### config.mk
export PLATFORM = sky130hd
export DESIGN_NAME = spi_adc_reader
export DESIGN_NICKNAME = d
export VERILOG_FILES = /design/src/rtl/spi_adc_reader.sv
export SDC_FILE = /design/constraint.sdc
export NUM_CORES = 1
export LEC_CHECK = 0
export CAP_MARGIN = 20
export CORE_ASPECT_RATIO = 1.1
export CORE_MARGIN = 10
export CORE_UTILIZATION = 56
export CTS_CLUSTER_DIAMETER = 100
export DETAILED_ROUTE_END_ITERATION = 10
export PLACE_DENSITY_LB_ADDON = 0.08
export SYNTH_ARGS = -nofsm -noshare
export SYNTH_HDL_FRONTEND = slang
export SYNTH_SLANG_ARGS = --single-unit
export TNS_END_PERCENT = 20
### constraint.sdc
create_clock -name clk -period 6.85 [get_ports clk]
set_input_delay 1.7125 -clock clk [delete_from_list [all_inputs] [get_ports clk]]
set_output_delay 1.7125 -clock clk [all_outputs]
set_load 0.02 [all_outputs]
### src/rtl/spi_adc_reader.sv
// Multi-channel SPI ADC front end: shared SCK/CS_N, per-channel SDO capture,
// field extraction and a valid/ready result register with sticky overrun.
module spi_adc_reader #(
  parameter int HBDIV      = 1,
  parameter int FRAME_BITS = 16,
  parameter int DATA_BITS  = 12,
  parameter int LEAD_BITS  = 2,
  parameter int CHANNELS   = 2,
  parameter int GAP_CLKS   = 4
) (
  input  logic                          clk,
  input  logic                          rst,
  input  logic                          start,
  input  logic                          cont_en,
  output logic                          busy,
  output logic                          sck,
  output logic                          cs_n,
  input  logic [CHANNELS-1:0]           sdo,
  output logic [CHANNELS*DATA_BITS-1:0] out_data,
  output logic                          out_valid,
  input  logic                          out_ready,
  output logic                          overrun,
  input  logic                          clr_ovr
);

  localparam int HW = $clog2(2*FRAME_BITS+1);
  localparam int DW = (HBDIV > 1) ? $clog2(HBDIV) : 1;
  localparam int GW = (GAP_CLKS > 1) ? $clog2(GAP_CLKS) : 1;
  localparam logic [HW-1:0] H_LAST   = HW'(2*FRAME_BITS);
  localparam logic [DW-1:0] DIV_LAST = DW'(HBDIV-1);
  localparam logic [GW-1:0] GAP_LAST = GW'(GAP_CLKS-1);

  typedef enum logic [1:0] {S_IDLE, S_FRAME, S_GAP} state_t;

  state_t                        r_state;
  logic [DW-1:0]                 r_div;
  logic [HW-1:0]                 r_h;
  logic [GW-1:0]                 r_gap;
  logic [FRAME_BITS-1:0]         r_shift [CHANNELS];
  logic                          r_busy;
  logic                          r_sck;
  logic                          r_cs_n;
  logic [CHANNELS*DATA_BITS-1:0] r_out_data;
  logic                          r_out_valid;
  logic                          r_overrun;

  logic                          w_tick;
  logic                          w_load;
  logic                          w_ovr_set;
  logic [CHANNELS*DATA_BITS-1:0] w_sample;

  assign w_tick    = (r_div == DIV_LAST);
  assign w_load    = (r_state == S_FRAME) && w_tick && (r_h == H_LAST);
  assign w_ovr_set = w_load && r_out_valid && !out_ready;

  always_comb begin
    w_sample = '0;
    for (int unsigned c = 0; c < CHANNELS; c++)
      w_sample[c*DATA_BITS +: DATA_BITS] = r_shift[c][FRAME_BITS-1-LEAD_BITS -: DATA_BITS];
  end

  always_ff @(posedge clk or posedge rst) begin
    if (rst) begin
      r_state     <= S_IDLE;
      r_div       <= '0;
      r_h         <= '0;
      r_gap       <= '0;
      for (int unsigned c = 0; c < CHANNELS; c++) r_shift[c] <= '0;
      r_busy      <= 1'b0;
      r_sck       <= 1'b0;
      r_cs_n      <= 1'b1;
      r_out_data  <= '0;
      r_out_valid <= 1'b0;
      r_overrun   <= 1'b0;
    end else begin
      // a set event on the same edge as clr_ovr must win
      if (w_ovr_set)    r_overrun <= 1'b1;
      else if (clr_ovr) r_overrun <= 1'b0;

      if (w_load) begin
        r_out_data  <= w_sample;
        r_out_valid <= 1'b1;
      end else if (out_ready) begin
        r_out_valid <= 1'b0;
      end

      case (r_state)
        S_IDLE: begin
          if (start || cont_en) begin
            r_state <= S_FRAME;
            r_busy  <= 1'b1;
            r_cs_n  <= 1'b0;
            r_sck   <= 1'b0;
            r_div   <= '0;
            r_h     <= '0;
          end
        end
        S_FRAME: begin
          r_div <= w_tick ? '0 : r_div + 1'b1;
          if (w_tick) begin
            if (r_h == H_LAST) begin
              r_state <= S_GAP;
              r_cs_n  <= 1'b1;
              r_sck   <= 1'b0;
              r_gap   <= '0;
            end else begin
              r_h   <= r_h + 1'b1;
              r_sck <= ~r_h[0];
            end
            // end of an sck-high phase: capture one bit per channel, MSB first
            if (r_h[0]) begin
              for (int unsigned c = 0; c < CHANNELS; c++)
                r_shift[c] <= {r_shift[c][FRAME_BITS-2:0], sdo[c]};
            end
          end
        end
        S_GAP: begin
          if (r_gap == GAP_LAST) begin
            if (cont_en) begin
              r_state <= S_FRAME;
              r_cs_n  <= 1'b0;
              r_sck   <= 1'b0;
              r_div   <= '0;
              r_h     <= '0;
            end else begin
              r_state <= S_IDLE;
              r_busy  <= 1'b0;
            end
          end else begin
            r_gap <= r_gap + 1'b1;
          end
        end
        default: r_state <= S_IDLE;
      endcase
    end
  end

  assign busy      = r_busy;
  assign sck       = r_sck;
  assign cs_n      = r_cs_n;
  assign out_data  = r_out_data;
  assign out_valid = r_out_valid;
  assign overrun   = r_overrun;

endmodule

---- Word-level counts from Yosys, hierarchy flattened ----
Cells that the tools add are included.
word-level totals
  output and inout bits ................... 29
  input bits .............................. 8
  bits in registers ....................... 68
  logic and storage cells ................. 84
operators by class
  eq/ne operators ......................... 12
  bitwise gates (word level) .............. 2
  add/subtract/negate cells ............... 3
  reduce and logical (&&, ||, !) cells .... 20
  mux-type cells .......................... 35
operators by type and width
  operator             count
  $mux 6               5
  $pmux 6 s3           1
  $mux 1               16
  $reduce_and 4->1     4
  $mux 2               7
  $ne 2x2->1 const B   7
  $reduce_and 6->1     2
  $pmux 1 s3           3
  $reduce_bool 2->1    4
  $add 6x1->6 const B  1
  $eq 6x6->1 const B   1
  $pmux 2 s3           1
  $reduce_and 5->1     1
  $eq 2x2->1 const B   2
  $logic_and 1x1->1    4
  $pmux 2 s2           1
  $reduce_and 3->1     1
  $reduce_bool 3->1    1
  $add 2x1->2 const B  1
  $eq 2x1->1 const B   1
  $logic_not 2->1      1
  $ne 2x1->1 const B   1
  $not 1->1            2
  $pmux 1 s2           1
  3 further kinds      3

---- Longest topological paths before layout ----
Gate-level depths: netlist of run 1.
  depth after elaboration ................. 6
  depth in mapped cells ................... 8
  gate-level depth less buffers ........... 7

---- Worst setup path before layout of run 1 ----
OpenSTA, ideal clock, no wires.
  path type ............................... input to register
  from .................................... input start
  to ...................................... register r_h[3]
  required time ........................... 6.773 ns
  cell stages on the path ................. 4
  slack ................................... 4.287 ns
  buffers on the path ..................... 0
  arrival ................................. 2.485 ns
  library setup time ...................... 0.077 ns
  cell sequence ........................... o21ba_1 > nor2_1 > or4_1 > a21oi_1
on the way
  longest elaborated chain between the ends .. 3
RTL lines
  item                        line  text
  start, declared             13    input logic start,
  $logic_or 1x1->1            89    if (start || cont_en) begin
  $ne 2x2->1 (no line)        --
  $reduce_and 6->1 (no line)  --
  end signal, assigned        107   r_h <= r_h + 1'b1;
  end, declared               37    logic [HW-1:0] r_h;
No other way between the ends.
A chain may end at the register's enable or synchronous reset.

---- Final worst setup path of run 1 ----
  from .................................... register r_cs_n (netlist: cs_n)
  to ...................................... output cs_n
RTL lines
  item                    line  text
  start, declared         42    logic r_cs_n;
  start signal, assigned  71    r_cs_n <= 1'b1;
  start signal, assigned  92    r_cs_n <= 1'b0;
  start signal, assigned  103   r_cs_n <= 1'b1;
  end, declared           17    output logic cs_n,
No word-level cell between the ends.

==> results.cfg, run 1 <==
[worst_hold_path]
holdPathStages = 2
hold_class = reg -> reg
min_from = out_data[5]$_DFFE_PP0P_
hold_end = out_data[5]$_DFFE_PP0P_

[cts]
clock_tree.root_cell = clkbuf_8
tritoncts = built
cts_resized = 0
ctsLongestPathBuffers = 2
cts_max_level = 3
cts_setup_buffers = 0
clock_latency_ns = 0.33
clkSlewWorstSetupHoldPaths_ns = 0.07
ctsHoldBuffers = 0
cts_made_buffers = 9
numClockSinks = 67

[global_routing]
grt_util_met2_pct = 20.6
grt_use_met1_pct = 15.5
grt_max_degree = 68
track_usage_pct = 13.1
grt_first_pass_wirelength_um = 8540
grt_overflow_total = 0
grt-busiest-layer = met2
grt_antenna_before_repair = 0
grt_pass1_vias = 1833
use_met3_pct = 4.43

[layout]
fin_nets = 294
area_growth_pct = 20.3
nFillCells = 373
antenna_cells = 0
layout_commonest_cell = nand2_1
layout_common_cells = nand2_1 (79), dfrtp_1 (66), clkdlybuf4s50_1 (36)
drive_gt1_share_pct = 8.04

[critical_path]
cpPeakStageDelay_ns = 0.61
startpoint_type = flop
endpoint_kind = output pin
r2r.worst_path.cells = 7
critPathKind = reg -> out
regToRegSetupSlack_ns = 4.46
path_buf_inv = 1
critPathRequiredTime_ns = 5.14
rr_endpoint = r_h[1]$_DFFE_PP0P_
critPathTopFamily = buffers and inverters
path_max_fanout = 2
slowest_stage = clkdlybuf4s50_1
r2r_start = r_h[0]$_DFFE_PP0P_
arrival_ns = 1.46
crit_chain = clkdlybuf4s50_1

[routing]
ant_nets = 0
wl_per_cell_um = 14.4
drc = 0
avgViaCountPerCell = 5.21
drtPass1Iterations = 5
drtIter0Drc = 70
num_vias = 1781
drt_wl_total_um = 4920

[place]
gp_congestion = 0.772
dpl.hpwl_um = 3270
io_buffers = 36
dp_slack_ns = 3.67

[synth]
synth_nets = 255
seq_area_frac_synth_pct = 61.5
synth-xor-area-share_pct = 0
yosys_register_bits = 67
synth_edf_count = 0
synthDistinctLibCells = 32
syn_area_per_cell_um2 = 11.2
yosys_warnings = 0
ys.flop_type = dfrtp_1
async_flop_share_pct = 100
synth.area.top_cells = dfrtp_1 (60%), mux2_1 (12%), nand2_1 (11%)
syn_area_um2 = 2730
synth_top_cell_by_area = dfrtp_1
synth-simple-area-share_pct = 18.0
synth_top_cell_area_share_pct = 60.5
yosys-mux-area-fraction_pct = 12.3
synth_fa_ha_area_share_pct = 1.37
synth_compound_area_share_pct = 4.45
synth_top_family_by_area = simple AND/OR/NAND/NOR gates
synthCells = 244

[sta]
fin_crit_ns = 3.17
relSlewSlack_pct = 30.9
final-setup-viol-count = 0
rsz0062_at_grt = false
holdWs_ns = 0.463
hold_viol_final = 0
period_share_pct = 46.3
tns_ns = 0
slew_viol_final = 0
max_freq_mhz = 315
worstMarginPinSlew_ns = 1.03
setup_ws_ns = 3.68
skew_ns = 0.00743

[die]
die_area_um2 = 8070
die_x_um = 86.6
io_pins = 37
core_um2 = 4680
rows = 26
initial_core_util_pct = 58.3
die_y_um = 93.2

[pwr]
ir_drop_mv = 0.241
p_per_area_nw_per_um2 = 455
p_leak_nw = 1.56

[run]
cap_violations = 0

[run_status]
outcome = completed
-- metal layers --
layer	share of wire, %	up-vias
met2	47	42
met3	6.4	9
met1	46	845
met4	1.4	0
met5	0	-
li1	-	885
-- cell families (layout without fill, tap and decap cells) --
group,count (synthesis),in the layout
AOI/OAI and AO/OA,20,20
and+or+nand+nor,110,110
buffers and inverters,14,56
DFF,67,67
adders and majority gates,3,3
muxes,30,30
-- through the flow --
| step | area [um^2] | utilization, % | total power, mW | instances |
|---|---|---|---|---|
| 2_1_floorplan | 2730 | - | 1.02 | 244 |
| 3_3_place_gp | 3120 | 66.6 | 1.21 | 328 |
| 3_5_place_dp | 3120 | 66.6 | 1.23 | 328 |
| 4_1_cts | 3290 | 70.1 | 1.52 | 342 |
| 5_1_grt | 3290 | 70.1 | 1.61 | 342 |
| 6_report | 3290 | 70.1 | 1.50 | 342 |
-- cell type report --
cell class / count / area (um^2) / share of cell area (%)
clock buffer: 11 / 151 / 4.61
sequential: 67 / 1680 / 51.1
clock inverter: 3 / 15.0 / 0.457
tap: 56 / 70.1 / 2.13
multi-input combinational: 163 / 985 / 30.0
inverter: 5 / 18.8 / 0.571
timing repair buffer: 37 / 368 / 11.2
-- sequential cells by signal, indices dropped and copies added (netlist names) --
register	flops
busy	1
sck	1
r_gap	2
out_data	24
out_valid	1
r_h	6
overrun	1
r_state	2
r_shift	28
cs_n	1
-- worst reg2reg max path, cell delays in order (launching register included) --
cell and delay [ns]:
dfrtp_1 0.44, inv_1 0.11, ha_1 0.16, nor4b_2 0.31, and3_1 0.89, or3_1 0.26
inv_2 0.04, o21ai_1 0.10
-- report_power, final --
part,total (mW),internal [mW],switching (mW)
combinational,0.531,0.266,0.265
sequential,0.684,0.570,0.114
clock,0.281,0.145,0.136
-- synth_stat cells, types with 3 or more instances --
| master | number |
|---|---|
| nand2_1 | 79 |
| dfrtp_1 | 66 |
| mux2_1 | 28 |
| nand3_1 | 7 |
| nor2_1 | 7 |
| a21oi_1 | 6 |
| buf_2 | 6 |
| nand2b_1 | 5 |
| inv_1 | 4 |
| o21ai_0 | 4 |
| ha_1 | 3 |
-- how the worst max path moves through the flow --
stage                     startpoint            endpoint  slack, ns  cells after the start
global placement               start  r_h[4]$_DFFE_PP0P_       3.72                      5
floorplan                        rst    busy$_DFFE_PP0P_       3.46                      1
finish              cs_n$_DFFE_PP1P_                cs_n       3.68                      1
detailed placement             start  r_h[3]$_DFFE_PP0P_       3.67                      5
global route        cs_n$_DFFE_PP1P_                cs_n       3.63                      1
CTS                 cs_n$_DFFE_PP1P_                cs_n       3.65                      1
(Power assumes the default switching activity.)
==> run 2, diff against run 1 <==
CORE_UTILIZATION = 49   (was 56)
clock period = 2.7 ns   (was 6.85 ns; I/O delays follow)
==> run 2 against run 1 <==
Cell count is 7.6% higher; via count is 1.4% higher; hold slack better by 0.0012 ns; final area is 3.5% higher; register-to-register slack worse by 3.8 ns; count of clock-buffer cells in the layout stayed put; sequential share of layout area is 1.7 points lower; first-iteration DRC count is 13% lower; sequential cell count stayed put; highest routed layer unchanged.
==> results.cfg, run 2 (synthesized netlist as in run 1, its figures left out) <==
[critical_path]
arrival_ns = 1.47
rr_endpoint = r_h[0]$_DFFE_PP0P_
path_buf_inv = 1
crit_chain = clkdlybuf4s50_1
startpoint_type = flop
slowest_stage = clkdlybuf4s50_1
r2r.worst_path.cells = 7
crit_cells = 1
cpPeakStageDelay_ns = 0.60
endpoint_kind = output pin
r2r_start = r_h[0]$_DFFE_PP0P_
regToRegSetupSlack_ns = 0.67
worstSetupEndpoint = cs_n
critPathRequiredTime_ns = 2.03
path_max_fanout = 2
crit_start = cs_n$_DFFE_PP1P_
critPathTopFamily = buffers and inverters
critPathKind = reg -> out

[global_routing]
grt_antenna_before_repair = 0
track_usage_pct = 12.1
grt_overflow_total = 0
grt_max_degree = 41
grt_pass1_vias = 1950
grt_first_pass_wirelength_um = 8860

[cts]
tritoncts = built
cts_made_buffers = 9
clock_latency_ns = 0.34
cts_resized = 0
cts_max_level = 3
clkSlewWorstSetupHoldPaths_ns = 0.07
cts_setup_buffers = 0
clock_tree.root_cell = clkbuf_8
ctsLongestPathBuffers = 2
ctsHoldBuffers = 0
numClockSinks = 67

[worst_hold_path]
hold_class = reg -> reg

[sta]
setup_ws_ns = 0.556
fin_crit_ns = 2.14
skew_ns = 0.00796
max_freq_mhz = 466
worstMarginPinSlew_ns = 0.651
hold_viol_final = 0
slew_viol_final = 0
rsz0062_at_grt = false
relSlewSlack_pct = 56.5
period_share_pct = 79.4
final-setup-viol-count = 0
tns_ns = 0

[run]
cap_violations = 0

[place]
gp_congestion = 0.748
io_buffers = 36
dp_slack_ns = 0.557
dp.cells = 352
dpl.hpwl_um = 3420

[die]
core_um2 = 5400
rows = 28
die_x_um = 91.2
initial_core_util_pct = 50.6
io_pins = 37
die_y_um = 98.3
die_area_um2 = 8960

[routing]
num_vias = 1806
avgViaCountPerCell = 4.91
drc = 0
wl_per_cell_um = 13.5
ant_nets = 0
drt_wl_total_um = 4970
drtPass1Iterations = 5
drtIter0Drc = 61

[layout]
area_growth_pct = 24.5
regMostFlops = r_shift
layout_commonest_cell = nand2_1
largest_register_ffs = 28
nFillCells = 466
fin_nets = 299
finalNonFillerCells = 368
antenna_cells = 0
drive_gt1_share_pct = 9.90
layout_common_cells = nand2_1 (79), dfrtp_1 (66), clkdlybuf4s50_1 (36)

[run_status]
outcome = completed

[pwr]
ir_drop_mv = 0.555
p_leak_nw = 1.60
p_per_area_nw_per_um2 = 1150
[run 2: layout make-up]
type	count	area (um^2)	share of cell area [%]
clock buffer	11	141	4.16
clock inverter	5	52.6	1.55
inverter	5	18.8	0.552
multi-input combinational	163	985	29.0
sequential	67	1680	49.4
tap	75	93.8	2.76
timing repair buffer	42	430	12.7
[run 2: power breakdown]
| group | total, mW | internal (mW) | switching, mW |
|---|---|---|---|
| registers | 1.74 | 1.45 | 0.294 |
| logic | 1.35 | 0.686 | 0.664 |
| clock network | 0.808 | 0.447 | 0.361 |
[run 2: worst min path at each step]
stage	depth (start not counted)	startpoint	slack (ns)	to
after floorplan	2	r_shift[29]$_DFFE_PP0P_	0.44	out_data[11]$_DFFE_PP0P_
after global placement	2	out_data[5]$_DFFE_PP0P_	0.45	out_data[5]$_DFFE_PP0P_
after detailed placement	2	out_data[21]$_DFFE_PP0P_	0.46	out_data[21]$_DFFE_PP0P_
after CTS	2	out_data[21]$_DFFE_PP0P_	0.47	out_data[21]$_DFFE_PP0P_
after global routing	2	out_data[5]$_DFFE_PP0P_	0.49	out_data[5]$_DFFE_PP0P_
final	2	out_data[15]$_DFFE_PP0P_	0.46	out_data[15]$_DFFE_PP0P_
[run 2: metrics by stage]
step	hold WS, ns	cell area (um^2)	util, %	total power [mW]
2_1_floorplan	0.442	2730	-	2.60
3_5_place_dp	0.457	3210	59.4	3.14
6_report	0.464	3400	63.0	3.90
4_1_cts	0.473	3400	63.0	3.96
5_1_grt	0.491	3400	63.0	4.19
3_3_place_gp	0.451	3210	59.4	3.09
[run 2: routing by layer]
metal  GRT usage (%)  vias to the layer above  routed length, um
met5               0                        -                  0
met4            5.43                        0                 78
met3            5.90                        8                350
met2            18.7                       36               2210
met1            14.0                      869               2330
li1                -                      893                  -
[run 2: worst reg2reg max path, stage by stage (launching register included)]
cell and delay (ns):
dfrtp_1 0.45, inv_1 0.09, ha_1 0.20, nor4b_2 0.17, and3_1 0.22, buf_4 0.20, or3_1 0.41, a21o_1 0.19
